==> config.mk <==
export PLATFORM = sky130hd
export DESIGN_NAME = branch_predictor
export DESIGN_NICKNAME = d
export VERILOG_FILES = /design/src/rtl/branch_predictor.sv
export SDC_FILE = /design/constraint.sdc
export NUM_CORES = 1
export LEC_CHECK = 0
export CAP_MARGIN = 5
export CORE_UTILIZATION = 55
export CTS_CLUSTER_DIAMETER = 80
export DETAILED_ROUTE_END_ITERATION = 12
export GPL_TIMING_DRIVEN = 0
export PLACE_DENSITY_LB_ADDON = 0.3
export SYNTH_ARGS = -nofsm -noshare
export SYNTH_HDL_FRONTEND = slang
export SYNTH_SLANG_ARGS = --single-unit
==> constraint.sdc <==
create_clock -name clk -period 12.1 [get_ports clk]
set_input_delay 2.42 -clock clk [delete_from_list [all_inputs] [get_ports clk]]
set_output_delay 2.42 -clock clk [all_outputs]
set_load 0.01 [all_outputs]
==> src/rtl/branch_predictor.sv <==
// Dynamic branch direction predictor: direct-mapped table of 2-bit saturating
// counters indexed by PC, FD->X prediction carry, mispredict detection,
// counter training and saturating branch/mispredict statistics.
module branch_predictor #(
    parameter int          IDX_BITS = 5,
    parameter logic [1:0]  CTR_INIT = 2'b01
) (
    input  logic        clk,
    input  logic        rst,
    input  logic [31:0] fd_pc,
    input  logic        fd_is_branch,
    input  logic        stall,
    input  logic        flush,
    input  logic        x_is_branch,
    input  logic        x_br_taken,
    output logic        pred_taken,
    output logic        x_pred_taken,
    output logic        mispredict,
    output logic [31:0] branch_cnt,
    output logic [31:0] mispred_cnt
);

    localparam int ENTRIES = 1 << IDX_BITS;

    // Saturating increment of a 2-bit direction counter.
    function automatic logic [1:0] ctr_inc(input logic [1:0] c);
        return (c == 2'b11) ? 2'b11 : c + 2'b01;
    endfunction

    // Saturating decrement of a 2-bit direction counter.
    function automatic logic [1:0] ctr_dec(input logic [1:0] c);
        return (c == 2'b00) ? 2'b00 : c - 2'b01;
    endfunction

    // Saturating increment of a 32-bit statistics counter (never wraps).
    function automatic logic [31:0] stat_inc(input logic [31:0] c);
        return (c == 32'hFFFF_FFFF) ? 32'hFFFF_FFFF : c + 32'd1;
    endfunction

    logic [1:0]          table_r [ENTRIES];
    logic [31:0]         x_pc_q;
    logic                x_valid_q;
    logic [IDX_BITS-1:0] fd_idx_s;
    logic [IDX_BITS-1:0] x_idx_s;
    logic                res_v_s;
    logic                train_s;
    logic [1:0]          ctr_cur_s;
    logic [1:0]          ctr_next_s;
    logic                unused_pc_bits_s;

    assign fd_idx_s = fd_pc[IDX_BITS+1:2];
    assign x_idx_s  = x_pc_q[IDX_BITS+1:2];

    // PC bits outside the index field do not take part in the lookup (no tags).
    assign unused_pc_bits_s = ^{fd_pc[31:IDX_BITS+2], fd_pc[1:0],
                                x_pc_q[31:IDX_BITS+2], x_pc_q[1:0]};

    // Lookup, resolution qualification and mispredict detection.
    always_comb begin
        pred_taken = 1'b0;
        res_v_s    = 1'b0;
        mispredict = 1'b0;
        train_s    = 1'b0;
        if (fd_is_branch) begin
            pred_taken = table_r[fd_idx_s][1];
        end else begin
            pred_taken = 1'b0;
        end
        res_v_s    = x_is_branch & x_valid_q;
        mispredict = res_v_s & (x_br_taken != x_pred_taken);
        train_s    = res_v_s & ~stall;
    end

    // Next counter value for the entry owned by the X-stage branch.
    always_comb begin
        ctr_cur_s  = table_r[x_idx_s];
        ctr_next_s = ctr_cur_s;
        if (x_br_taken) begin
            ctr_next_s = ctr_inc(ctr_cur_s);
        end else begin
            ctr_next_s = ctr_dec(ctr_cur_s);
        end
    end

    // Counter table: reset to CTR_INIT, trained by resolved X branches.
    // A same-cycle lookup of the trained entry sees the old value (no bypass).
    always_ff @(posedge clk or posedge rst) begin
        if (rst) begin
            for (int i = 0; i < ENTRIES; i++) begin
                table_r[i] <= CTR_INIT;
            end
        end else if (train_s) begin
            table_r[x_idx_s] <= ctr_next_s;
        end
    end

    // FD->X pipeline register; flush takes priority over stall.
    always_ff @(posedge clk or posedge rst) begin
        if (rst) begin
            x_pc_q       <= 32'd0;
            x_pred_taken <= 1'b0;
            x_valid_q    <= 1'b0;
        end else if (flush) begin
            x_pred_taken <= 1'b0;
            x_valid_q    <= 1'b0;
        end else if (!stall) begin
            x_pc_q       <= fd_pc;
            x_pred_taken <= pred_taken;
            x_valid_q    <= fd_is_branch;
        end
    end

    // Saturating branch and mispredict statistics, updated with training.
    always_ff @(posedge clk or posedge rst) begin
        if (rst) begin
            branch_cnt  <= 32'd0;
            mispred_cnt <= 32'd0;
        end else if (train_s) begin
            branch_cnt <= stat_inc(branch_cnt);
            if (mispredict) begin
                mispred_cnt <= stat_inc(mispred_cnt);
            end
        end
    end

endmodule

## After elaboration in Yosys (flattened, before gate mapping)

Cells that the tools add are included.

- Add/sub/neg operators: 4
- $lt $le $gt $ge: 3
- Eq/ne operators: 5
- Mux-type cells: 19
- Bitwise operators: 7
- Reductions and logical operators: 4

Operators by type and width:

| kind | number |
|---|---|
| adder 32 x 1 -> 32 bit (second input constant) | 2 |
| bitwise mux 64 bit | 1 |
| equality test 32 bit (second input constant) | 2 |
| two-way mux 32 bit | 2 |
| binary-select mux 2 bit (select 5 bit) | 2 |
| two-way mux 2 bit | 8 |
| greater-or-equal comparator 6 bit (second input constant) | 2 |
| NOT 5 -> 6 bit | 2 |
| demux 2 bit (select 5 bit) | 1 |
| < comparator 6 x 1 -> 1 bit (second input constant) | 1 |
| two-way mux 1 bit | 5 |
| AND reduction 2 bit | 2 |
| bitwise AND 1 bit | 3 |
| adder 2 x 1 -> 2 bit (second input constant) | 1 |
| equality test 2 bit (second input constant) | 1 |
| logical NOT 2 bit | 1 |
| != test 2 x 1 -> 1 bit (second input constant) | 1 |
| NOT 1 bit | 2 |
| subtractor 2 x 1 -> 2 bit (second input constant) | 1 |
| logical AND 1 bit | 1 |
| != test 1 bit | 1 |

- Flip-flop bits (word level): 137
- Output and inout port bits: 67
- Logic and storage cells: 79

## Depth between registers and ports, before layout

Gate-level depths: netlist of the first run.

- Depth after elaboration: 8
- Gate-level depth with buffers: 10
- Mapped depth without buffers: 6

## Worst setup path before layout of the first run

No wires, ideal clock.

- Path kind: input port to output port
- Start: in fd_pc[2]
- End: out pred_taken
- Arrival: 3.851 ns
- Data required time: 9.680 ns
- Setup slack: 5.829 ns
- Stages: 5
- Cells stage by stage: buf_2 -> mux4_2 -> mux4_2 -> mux2i_1 -> nor2_1

- Word-level cells in the longest chain between the ends: 5

Ends and longest elaborated chain:

| element | line | text |
|---|---|---|
| start: declaration | 10 | `input logic [31:0] fd_pc,` |
| NOT 5 -> 6 bit (implied by the code) | 65 | `pred_taken = table_r[fd_idx_s][1];` |
| binary-select mux 2 bit (select 5 bit) | 65 |  |
| two-way mux 2 bit (implied by the code) (2 in series) | 65 |  |
| two-way mux 1 bit | 64 | `if (fd_is_branch) begin` |
| end: declaration | 16 | `output logic pred_taken,` |

Every way passes these cells. The select of a mux whose other input is x is not followed.

## Final worst setup path of the first run

- Start: in fd_pc[3]
- End: out pred_taken

Same word-level chain as after synthesis.

==> results of run 1 <==
## per-layer routing
metal  wire, microns  track usage, %  part of all wire (%)  up-vias
met5               0               0                     0        -
met3            1310            7.16                   7.0       59
li1                -               -                     -     2727
met1            7890            37.0                    42     2937
met2            9010            50.0                    48      268
met4             629            13.5                   3.3        0
## worst max-delay path, delay by kind of cell
| family | cells | cell delay, ns |
|---|---|---|
| buffers and inverters | 2 | 0.99 |
| muxes | 3 | 1.09 |
| and+or+nand+nor | 1 | 0.11 |
## per-stage QoR
step	hold slack (ns)	instance area, sq um	util [%]	total power, mW
floorplan	0.451	7280	-	0.651
CTS	0.468	8890	69.6	1.25
detailed placement	0.460	8290	64.9	0.727
global placement	0.460	8250	64.6	0.720
finish	0.466	8890	69.6	1.25
global route	0.488	8890	69.6	1.30
## cells by family after synthesis
group	share of synthesized area [%]
adders and majority gates	0.344
AOI/OAI and AO/OA	8.39
buffers and inverters	4.14
xor gates and xnor gates	4.93
muxes	14.4
and+or+nand+nor	20.8
DFF	47.0
## worst min path at each step
stage                              endpoint  slack, ns  depth (start not counted)
finish              table_r[52]$_DFFE_PP1P_       0.47                          2
global route        table_r[36]$_DFFE_PP1P_       0.49                          2
CTS                 table_r[52]$_DFFE_PP1P_       0.47                          2
detailed placement  table_r[52]$_DFFE_PP1P_       0.46                          2
global placement     table_r[6]$_DFFE_PP1P_       0.46                          2
floorplan            table_r[4]$_DFFE_PP1P_       0.45                          2
## flip-flops by register name, indices dropped and copies added (netlist names)
signal        flops
table_r          64
x_pc_q            5
branch_cnt       32
x_pred_taken      1
mispred_cnt      32
x_valid_q         1
## layout by cell type (no fill, tap or decap), types with 4 or more instances in the layout
master / synthesis / final
nand3b_1: 8 / 8
buf_2: 16 / 16
or3_1: 10 / 10
dfstp_2: 32 / 32
mux2i_1: 36 / 36
o21ai_1: 5 / 5
o21a_1: 4 / 4
clkdlybuf4s50_1: 0 / 76
o31ai_1: 22 / 22
nor3_1: 14 / 14
or3b_1: 6 / 6
o22ai_1: 13 / 13
clkbuf_1: 15 / 19
a21oi_1: 9 / 9
buf_4: 4 / 4
dfrtp_1: 103 / 103
xor2_1: 23 / 23
o221ai_1: 8 / 8
nand2_1: 123 / 123
and3_1: 24 / 24
mux4_2: 9 / 9
nor2_1: 25 / 25
and4_1: 8 / 8
o21ai_0: 14 / 14
nand3_1: 36 / 36
xnor2_1: 18 / 18
buf_6: 7 / 7
nand4_1: 17 / 17
mux2_2: 41 / 41
inv_1: 15 / 14
clkbuf_16: 0 / 17
## cell type report
type / instances / area (sq um)
plain buffers: 42 / 245
clock buffers: 24 / 482
clock inverters: 8 / 120
fillers: 917 / 3880
inverters: 15 / 61.3
multi-input cells: 513 / 3560
flip-flops and latches: 135 / 3420
well taps: 172 / 215
repair buffers: 77 / 788
## power groups by stage
stage	combinational, mW	sequential [mW]	clock (mW)
2_1_floorplan	0.133	0.518	0
3_3_place_gp	0.199	0.521	0
3_5_place_dp	0.205	0.522	0
4_1_cts	0.206	0.515	0.533
5_1_grt	0.225	0.520	0.553
6_report	0.207	0.516	0.524
==> metrics.csv, run 1 <==
metric,value,unit
synth_top_area_share,35.4,%
intPower,0.917,mW
cts_resized,0,
antenna_found_initial,0,
die-height,117,microns
fin_nets,842,
r2r_start,x_pc_q[3]$_DFFE_PP0P_,
synthFlopType,dfrtp_1,
clk_pin_slew,0.05,ns
ys_seq_elements,135,
grt_overflow_total,0,
cp-endpoint,pred_taken,
wire_per_inst,19.1,microns
routabilityCongestion,0.953,
rsz0062_at_grt,false,
cp-start-kind,primary input,
synth.most_common_cell,nand2_1,
cts.path.max_buffers,2,
p_sw,0.331,mW
seq_power_share,41.4,%
critPathSlowestCell,clkdlybuf4s50_1,
yosysTopAreaCell,dfrtp_1,
vias,5991,
crit_arrival,4.62,ns
grt_start_max_net_pins,75,
finalSetupTns,0,ns
avgViaCountPerCell,6.08,
endpoint_kind,output pin,
switching_share,26.5,%
path_max_fanout,9,
syn_inst,705,
maxSlewViolCount,0,
ys_top_cells_by_area,"dfrtp_1 35%, dfstp_2 12%, nand2_1 6.3%, mux2_2 6.3%, mux2i_1 5.0%",
grt_pass1_wl,30300,microns
grt_use_total,29.9,%
maxCapViolations,0,
dp_cells,954,
fin_crit_sh,58.2,%
coreArea,12800,sq um
synth_cell_types,57,
clock_sinks,135,
row_count,41,
clockRootBuffer,clkbuf_16,
worstRegToRegCells,6,
synth_fp_nets,746,
skew,0.00768,ns
cp_cell_sequence,clkbuf_1 -> mux4_2 -> mux4_2 -> mux2i_1 -> nor2_1 -> clkdlybuf4s50_1,
irDropWorstVdd,0.0000762,V
drt_iter0_markers,498,
firstDrtPassIters,5,
avgSynthCellArea,10.3,sq um
status,"complete, no violations",
crit_type,primary input to output pin,
required,9.68,ns
syn_area,7280,sq um
ios,106,
hold_viol,0,
critical_path.max_stage_delay,0.50,ns
cp_common_cell,mux4_2,
final-instance-count-excl-fill,986,
ys_seq_area_share,47.0,%
numCtsBuffers,17,
pwr_density_cell,140,nW/um^2
drt-total-wl,18800,microns
diodes,0,
place_ws,5.11,ns
drc,0,
pwr-share-clk,42.0,%
drive_gt1_share,18.9,%
p_comb_share,16.6,%
yosys_warnings,0,
holdBufCountCts,0,
dp_hpwl,13000,microns
setup_viol,0,
slew_headroom,21.4,%
htreeDepth,4,
die_area,13700,sq um
synth_edf_count,0,
holdCritStartpoint,table_r[52]$_DFFE_PP1P_,
p_leak,3.95,nW
cts_tree,yes,
tightest_slew,1.17,ns
reg2reg_setup_slack,9.53,ns
period_minus_slack,7.04,ns
initial_utilization,57.0,%
die_width,117,microns
area_growth,22.2,%
max_freq,142,MHz
antenna_left,0,
clk-insertion-delay-late,0.42,ns
crit_start,fd_pc[3],
hold_class,flop to flop,
layout_setup_ws,5.06,ns
ys_top_cells_by_count,"123 x nand2_1, 103 x dfrtp_1, 41 x mux2_2",
first_global_vias,5890,
synthArstFlopShare,100,%
r2r-end,table_r[63]$_DFFE_PP0P_,
post_cts_buffers,0,
portBuffers,76,
(Power assumes the default switching activity.)
==> inputs of run 2 (changes only) <==
clock period = 7.17 ns   (was 12.1 ns; I/O delays follow)
==> results of run 2 <==
Same layout as run 1 (identical final DEF). Status: complete, no violations.
Main changes from that run: setup slack after placement 5.11 ns -> 2.15 ns; setup slack after layout 5.06 ns -> 2.10 ns; register-to-register setup slack 9.53 ns -> 4.60 ns; total power 1.25 mW -> 2.11 mW; worst IR drop on VDD 0.0000762 V -> 0.000129 V
